==> src/rtl/icache_pkg.sv <==
// Shared geometry, FSM encodings and address field helpers for the instruction cache.
package icache_pkg;
   localparam int LINES       = 8;
   localparam int BLOCK_WORDS = 4;
   localparam int ADDR_W      = 32;
   localparam int INDEX_W     = $clog2(LINES);
   localparam int OFFS_W      = $clog2(BLOCK_WORDS);
   localparam int TAG_W       = ADDR_W - 2 - OFFS_W - INDEX_W;
   localparam int BLK_W       = TAG_W + INDEX_W;
   localparam int LINE_W      = 32 * BLOCK_WORDS;

   localparam logic [1:0] IDLE     = 2'd0;
   localparam logic [1:0] MEM_READ = 2'd1;
   localparam logic [1:0] UPDATE   = 2'd2;

   function automatic logic [TAG_W-1:0] get_tag(input logic [ADDR_W-1:0] a);
      return a[ADDR_W-1 -: TAG_W];
   endfunction

   function automatic logic [INDEX_W-1:0] get_index(input logic [ADDR_W-1:0] a);
      return a[2+OFFS_W +: INDEX_W];
   endfunction

   function automatic logic [OFFS_W-1:0] get_offset(input logic [ADDR_W-1:0] a);
      return a[2 +: OFFS_W];
   endfunction
endpackage

==> src/rtl/icache_line_array.sv <==
// Data/tag/valid storage: async read of one line, sync write of one line, async clear of valid bits.
module icache_line_array
   import icache_pkg::*;
(
   input  logic              clk,
   input  logic              reset,
   input  logic [INDEX_W-1:0] rd_index,
   output logic              rd_valid,
   output logic [TAG_W-1:0]  rd_tag,
   output logic [LINE_W-1:0] rd_data,
   input  logic              wr_en,
   input  logic [INDEX_W-1:0] wr_index,
   input  logic [TAG_W-1:0]  wr_tag,
   input  logic [LINE_W-1:0] wr_data
);
   logic [LINES-1:0]  valid;
   logic [TAG_W-1:0]  tags [LINES];
   logic [LINE_W-1:0] data [LINES];

   always_ff @(posedge clk or negedge reset) begin
      if (!reset)
         valid <= '0;
      else if (wr_en)
         valid[wr_index] <= 1'b1;
   end

   // Tag and data contents are meaningless until valid is set, so they carry no reset.
   always_ff @(posedge clk) begin
      if (wr_en) begin
         tags[wr_index] <= wr_tag;
         data[wr_index] <= wr_data;
      end
   end

   assign rd_valid = valid[rd_index];
   assign rd_tag   = tags[rd_index];
   assign rd_data  = data[rd_index];
endmodule

==> src/rtl/instruction_cache.sv <==
// Direct-mapped read-only instruction cache: combinational hit path, 3-state refill FSM.
module instruction_cache
   import icache_pkg::*;
(
   input  logic              clk,
   input  logic              reset,
   input  logic [ADDR_W-1:0] address,
   output logic [31:0]       instruction,
   output logic              busywait,
   output logic              mem_read,
   output logic [BLK_W-1:0]  mem_address,
   input  logic [LINE_W-1:0] mem_readdata,
   input  logic              mem_busywait
);
   logic [1:0]         state;
   logic [BLK_W-1:0]   miss_addr;
   logic [LINE_W-1:0]  line_buf;
   logic [TAG_W-1:0]   tag;
   logic [INDEX_W-1:0] index;
   logic [OFFS_W-1:0]  offset;
   logic               rd_valid;
   logic [TAG_W-1:0]   rd_tag;
   logic [LINE_W-1:0]  rd_data;
   logic               hit;
   logic               unused_byte_bits;

   assign tag              = get_tag(address);
   assign index            = get_index(address);
   assign offset           = get_offset(address);
   assign unused_byte_bits = ^address[1:0];

   icache_line_array u_lines (
      .clk      (clk),
      .reset    (reset),
      .rd_index (index),
      .rd_valid (rd_valid),
      .rd_tag   (rd_tag),
      .rd_data  (rd_data),
      .wr_en    (state == UPDATE),
      .wr_index (miss_addr[INDEX_W-1:0]),
      .wr_tag   (miss_addr[BLK_W-1:INDEX_W]),
      .wr_data  (line_buf)
   );

   // Hits only count in IDLE so the CPU never sees a line while it is being replaced.
   assign hit         = rd_valid && (rd_tag == tag) && (state == IDLE);
   assign instruction = hit ? rd_data[{offset, 5'b0} +: 32] : 32'h0;
   assign busywait    = reset && !hit;
   assign mem_read    = (state == MEM_READ);
   assign mem_address = miss_addr;

   always_ff @(posedge clk or negedge reset) begin
      if (!reset) begin
         state     <= IDLE;
         miss_addr <= '0;
      end else begin
         case (state)
            IDLE: if (!hit) begin
               miss_addr <= {tag, index};
               state     <= MEM_READ;
            end
            MEM_READ: if (!mem_busywait) state <= UPDATE;
            UPDATE:   state <= IDLE;
            default:  state <= IDLE;
         endcase
      end
   end

   always_ff @(posedge clk) begin
      if (state == MEM_READ && !mem_busywait)
         line_buf <= mem_readdata;
   end
endmodule

==> config.mk <==
export PLATFORM = sky130hd
export DESIGN_NAME = instruction_cache
export DESIGN_NICKNAME = d
export VERILOG_FILES = /design/src/rtl/icache_pkg.sv /design/src/rtl/icache_line_array.sv /design/src/rtl/instruction_cache.sv
export SDC_FILE = /design/constraint.sdc
export NUM_CORES = 1
export LEC_CHECK = 0
export CORE_ASPECT_RATIO = 2
export CORE_MARGIN = 2
export CORE_UTILIZATION = 50
export CTS_CLUSTER_DIAMETER = 200
export DETAILED_ROUTE_END_ITERATION = 10
export PLACE_DENSITY = 0.77
export SLEW_MARGIN = 40
export SYNTH_ARGS = -nofsm -noshare
export SYNTH_HDL_FRONTEND = slang
export SYNTH_SLANG_ARGS = --single-unit
==> constraint.sdc <==
create_clock -name clk -period 29.8 [get_ports clk]
set_clock_uncertainty 0.2 [all_clocks]
set_input_delay 4.47 -clock clk [delete_from_list [all_inputs] [get_ports clk]]
set_output_delay 4.47 -clock clk [all_outputs]
set_load 0.02 [all_outputs]
==> results.toml <==
[yosys]
ys_types = 41
synth-edff-count = 1352
yosys_warnings = 0
synth_ff_type = "edfxtp_1"
synth_fp_nets = 2270
syn_area_um2 = 52000
synthArstFlopShare_pct = 2.73
postSynthCellCount = 2107
synth-seq-area-share_pct = 79.9
ys_ff_latch = 1390
avgSynthCellArea_um2 = 24.7

[placed_design]
port_buffers = 222
hpwl_mm = 57.9
gp_congestion = 0.746
dp_cells = 3622
place_area_um2 = 56100

[timing]
fin_tns_setup_ns = 0
clock.fmax_mhz = 70.7
hold_viol_final = 0
min_period_over_period_pct = 47.5
worstMarginPinSlew_ns = 0.849
rsz0062_at_grt = "no"
finalSetupViolations = 0
relSlewSlack_pct = 43.4
period_minus_slack_ns = 14.14
drv_slew = 0

[grt]
grt_overflow = 0
grt_pass1_wl_mm = 162
grt_max_degree = 93
grt.met1_usage_pct = 27.5
busiest_layer = "met2"
track_usage_pct = 21.0
grt_pass1_vias = 24800
met3_usage_pct = 3.45
gr-usage-met2_pct = 35.7
antenna_found_initial = 6

[critical_path]
reg2reg_slack_ns = 26.12
required_ns = 25.13
rr_worst_depth = 8
path_class = "input port to primary output"
worst-path-stages = 12
crit_family = "buffers and inverters"
start_kind = "input port"
r2r-end = "mem_address[5]"
crit_chain = "clkbuf_8 > buf_4 > mux4_2 > mux2i_1 > xor2_1 > o2111ai_1 > nor4b_2 > nand4_1 > or3_2 > buf_4 > nor2_1 > clkdlybuf4s50_1"
critPathCaptureType = "primary output"
crit_top_cell = "buf_4"
regToRegStartpoint = "u_lines.tags[7][1]"
startpoint = "address[6]"
endpoint = "instruction[13]"
slowest_delay_ns = 0.73
cp.arrival_ns = 9.47
critPathBufInv = 4
path_max_fanout = 66
crit_slowest_cell = "buf_4"

[finish]
drive_above_1_share_pct = 25.0
regArea_um2 = 41500
multiInputGateArea_um2 = 10000
fill_cells = 7179
instances_no_fill = 3830
final_core_util_pct = 57.9
final_cell_area_um2 = 59800
syn_to_final_growth_pct = 15.0
layout.nets = 2548

[detailed_routing]
ant_nets = 0
viasPerCell = 6.01
drc = 0
vias = 23000
wl_per_cell_um = 28.6
drtIter0Drc = 2049
drt_pre_antenna_iters = 6
wirelength_mm = 109

[cts]
numCtsBuffers = 112
clkTransAtPathRegs_ns = 0.07
cts_hold_buf = 0
cts.path.max_buffers = 3
clkSinkCount = 1390
cts_tree = "done"
clk_latency_ns = 0.74
cts_resized = 0
root_buffer = "clkbuf_16"
cts.htree.levels = 3
post_cts_buffers = 0

[flow_run]
cap_violations = 0

[power]
powerDensity_nw_per_um2 = 68.9
p_leak_nw = 18.8
ir_drop_uv = 60.6

[die]
die_area_um2 = 107000
die_height_um = 460
num_io_pins = 225
die_w_um = 232
initial_core_util_pct = 50.3
coreArea_um2 = 103000
rows = 167

[worst_hold_path]
min_path_type = "flip-flop to flip-flop"
hold_path_depth = 1

[run_status]
status = "complete, no violations"
==> how the worst min path moves through the flow <==
stage                           from          endpoint  slack (ns)
finish              u_lines.valid[6]  u_lines.valid[6]        0.27
global route        u_lines.valid[1]  u_lines.valid[1]        0.28
CTS                 u_lines.valid[6]  u_lines.valid[6]        0.27
detailed placement  u_lines.valid[6]  u_lines.valid[6]        0.25
global placement    u_lines.valid[5]  u_lines.valid[5]        0.25
floorplan           u_lines.valid[2]  u_lines.valid[2]        0.23
==> Yosys cell counts, drive strengths merged, types with 2 or more instances <==
master     n  area, um^2
a21o       5        37.5
a21oi      9        45.0
a22oi     19         143
and2       3        18.8
and3       5        31.3
buf       69         374
clkbuf    30         113
dfrtp     38         951
edfxtp  1352       40600
mux2      29         327
mux2i     86         861
mux4     351        7910
nand2      8        32.5
nand2b     3        18.8
nand3      6        30.0
nor2      43         161
nor2b      9        56.3
nor3       3        15.0
o21ai      2        10.0
or2        8        50.1
or3        2        12.5
xnor2      8        70.1
xor2       6        52.6
==> layout by cell type (no fill, tap or decap), drive strengths merged, types with 2 or more instances in the layout <==
cell              n
a21o              5
a21oi             9
a22oi            19
and2              3
and3              5
buf              45
bufinv           12
clkbuf          129
clkdlybuf4s50   216
clkinv           49
clkinvlp         10
dfrtp            38
edfxtp         1352
inv               9
mux2             29
mux2i            86
mux4            351
nand2             8
nand2b            3
nand3             6
nor2             43
nor2b             9
nor3              3
o21ai             2
or2               8
or3               2
xnor2             8
xor2              6
==> final cells by class <==
class	instances	area share [%]
antenna	1	0.00418
clock buffer	127	4.81
clock inverter	79	1.40
inverter	1	0.00627
multi-input combinational	617	16.8
sequential	1390	69.4
tap	1352	2.83
timing repair buffer	263	4.74
==> flip-flops by register name, summed over array words and instances, names as in the netlist <==
| name | cells |
|---|---|
| u_lines.data | 1024 |
| state | 2 |
| line_buf | 128 |
| u_lines.tags | 200 |
| mem_address | 28 |
| u_lines.valid | 8 |
==> power breakdown <==
| group | switching [W] | total (W) | internal, W |
|---|---|---|---|
| registers | 0.0000744 | 0.00235 | 0.00227 |
| logic | 0.000150 | 0.000287 | 0.000136 |
| clock network | 0.000685 | 0.00149 | 0.000807 |
| total | 0.000910 | 0.00412 | 0.00321 |
==> kinds of logic after synthesis <==
group | count (synthesis) | synth area share [%]
DFF | 1390 | 79.9
muxes | 466 | 17.5
AOI/OAI and AO/OA | 41 | 0.546
and+or+nand+nor | 96 | 0.921
buffers and inverters | 100 | 0.943
xor gates and xnor gates | 14 | 0.236
==> metrics by stage <==
stage          total power [W]  setup slack [ns]  hold slack [ns]
3_5_place_dp           0.00268             15.61            0.250
5_1_grt                0.00425             15.31            0.285
4_1_cts                0.00416             15.59            0.269
3_3_place_gp           0.00265             15.17            0.246
2_1_floorplan          0.00254             17.18            0.234
6_report               0.00412             15.66            0.272
==> routing by layer <==
| metal | wire length, um | up-vias |
|---|---|---|
| li1 | - | 9545 |
| met1 | 43100 | 12400 |
| met2 | 56700 | 919 |
| met3 | 6490 | 180 |
| met4 | 3090 | 10 |
| met5 | 62 | - |
(Power assumes the default switching activity.)
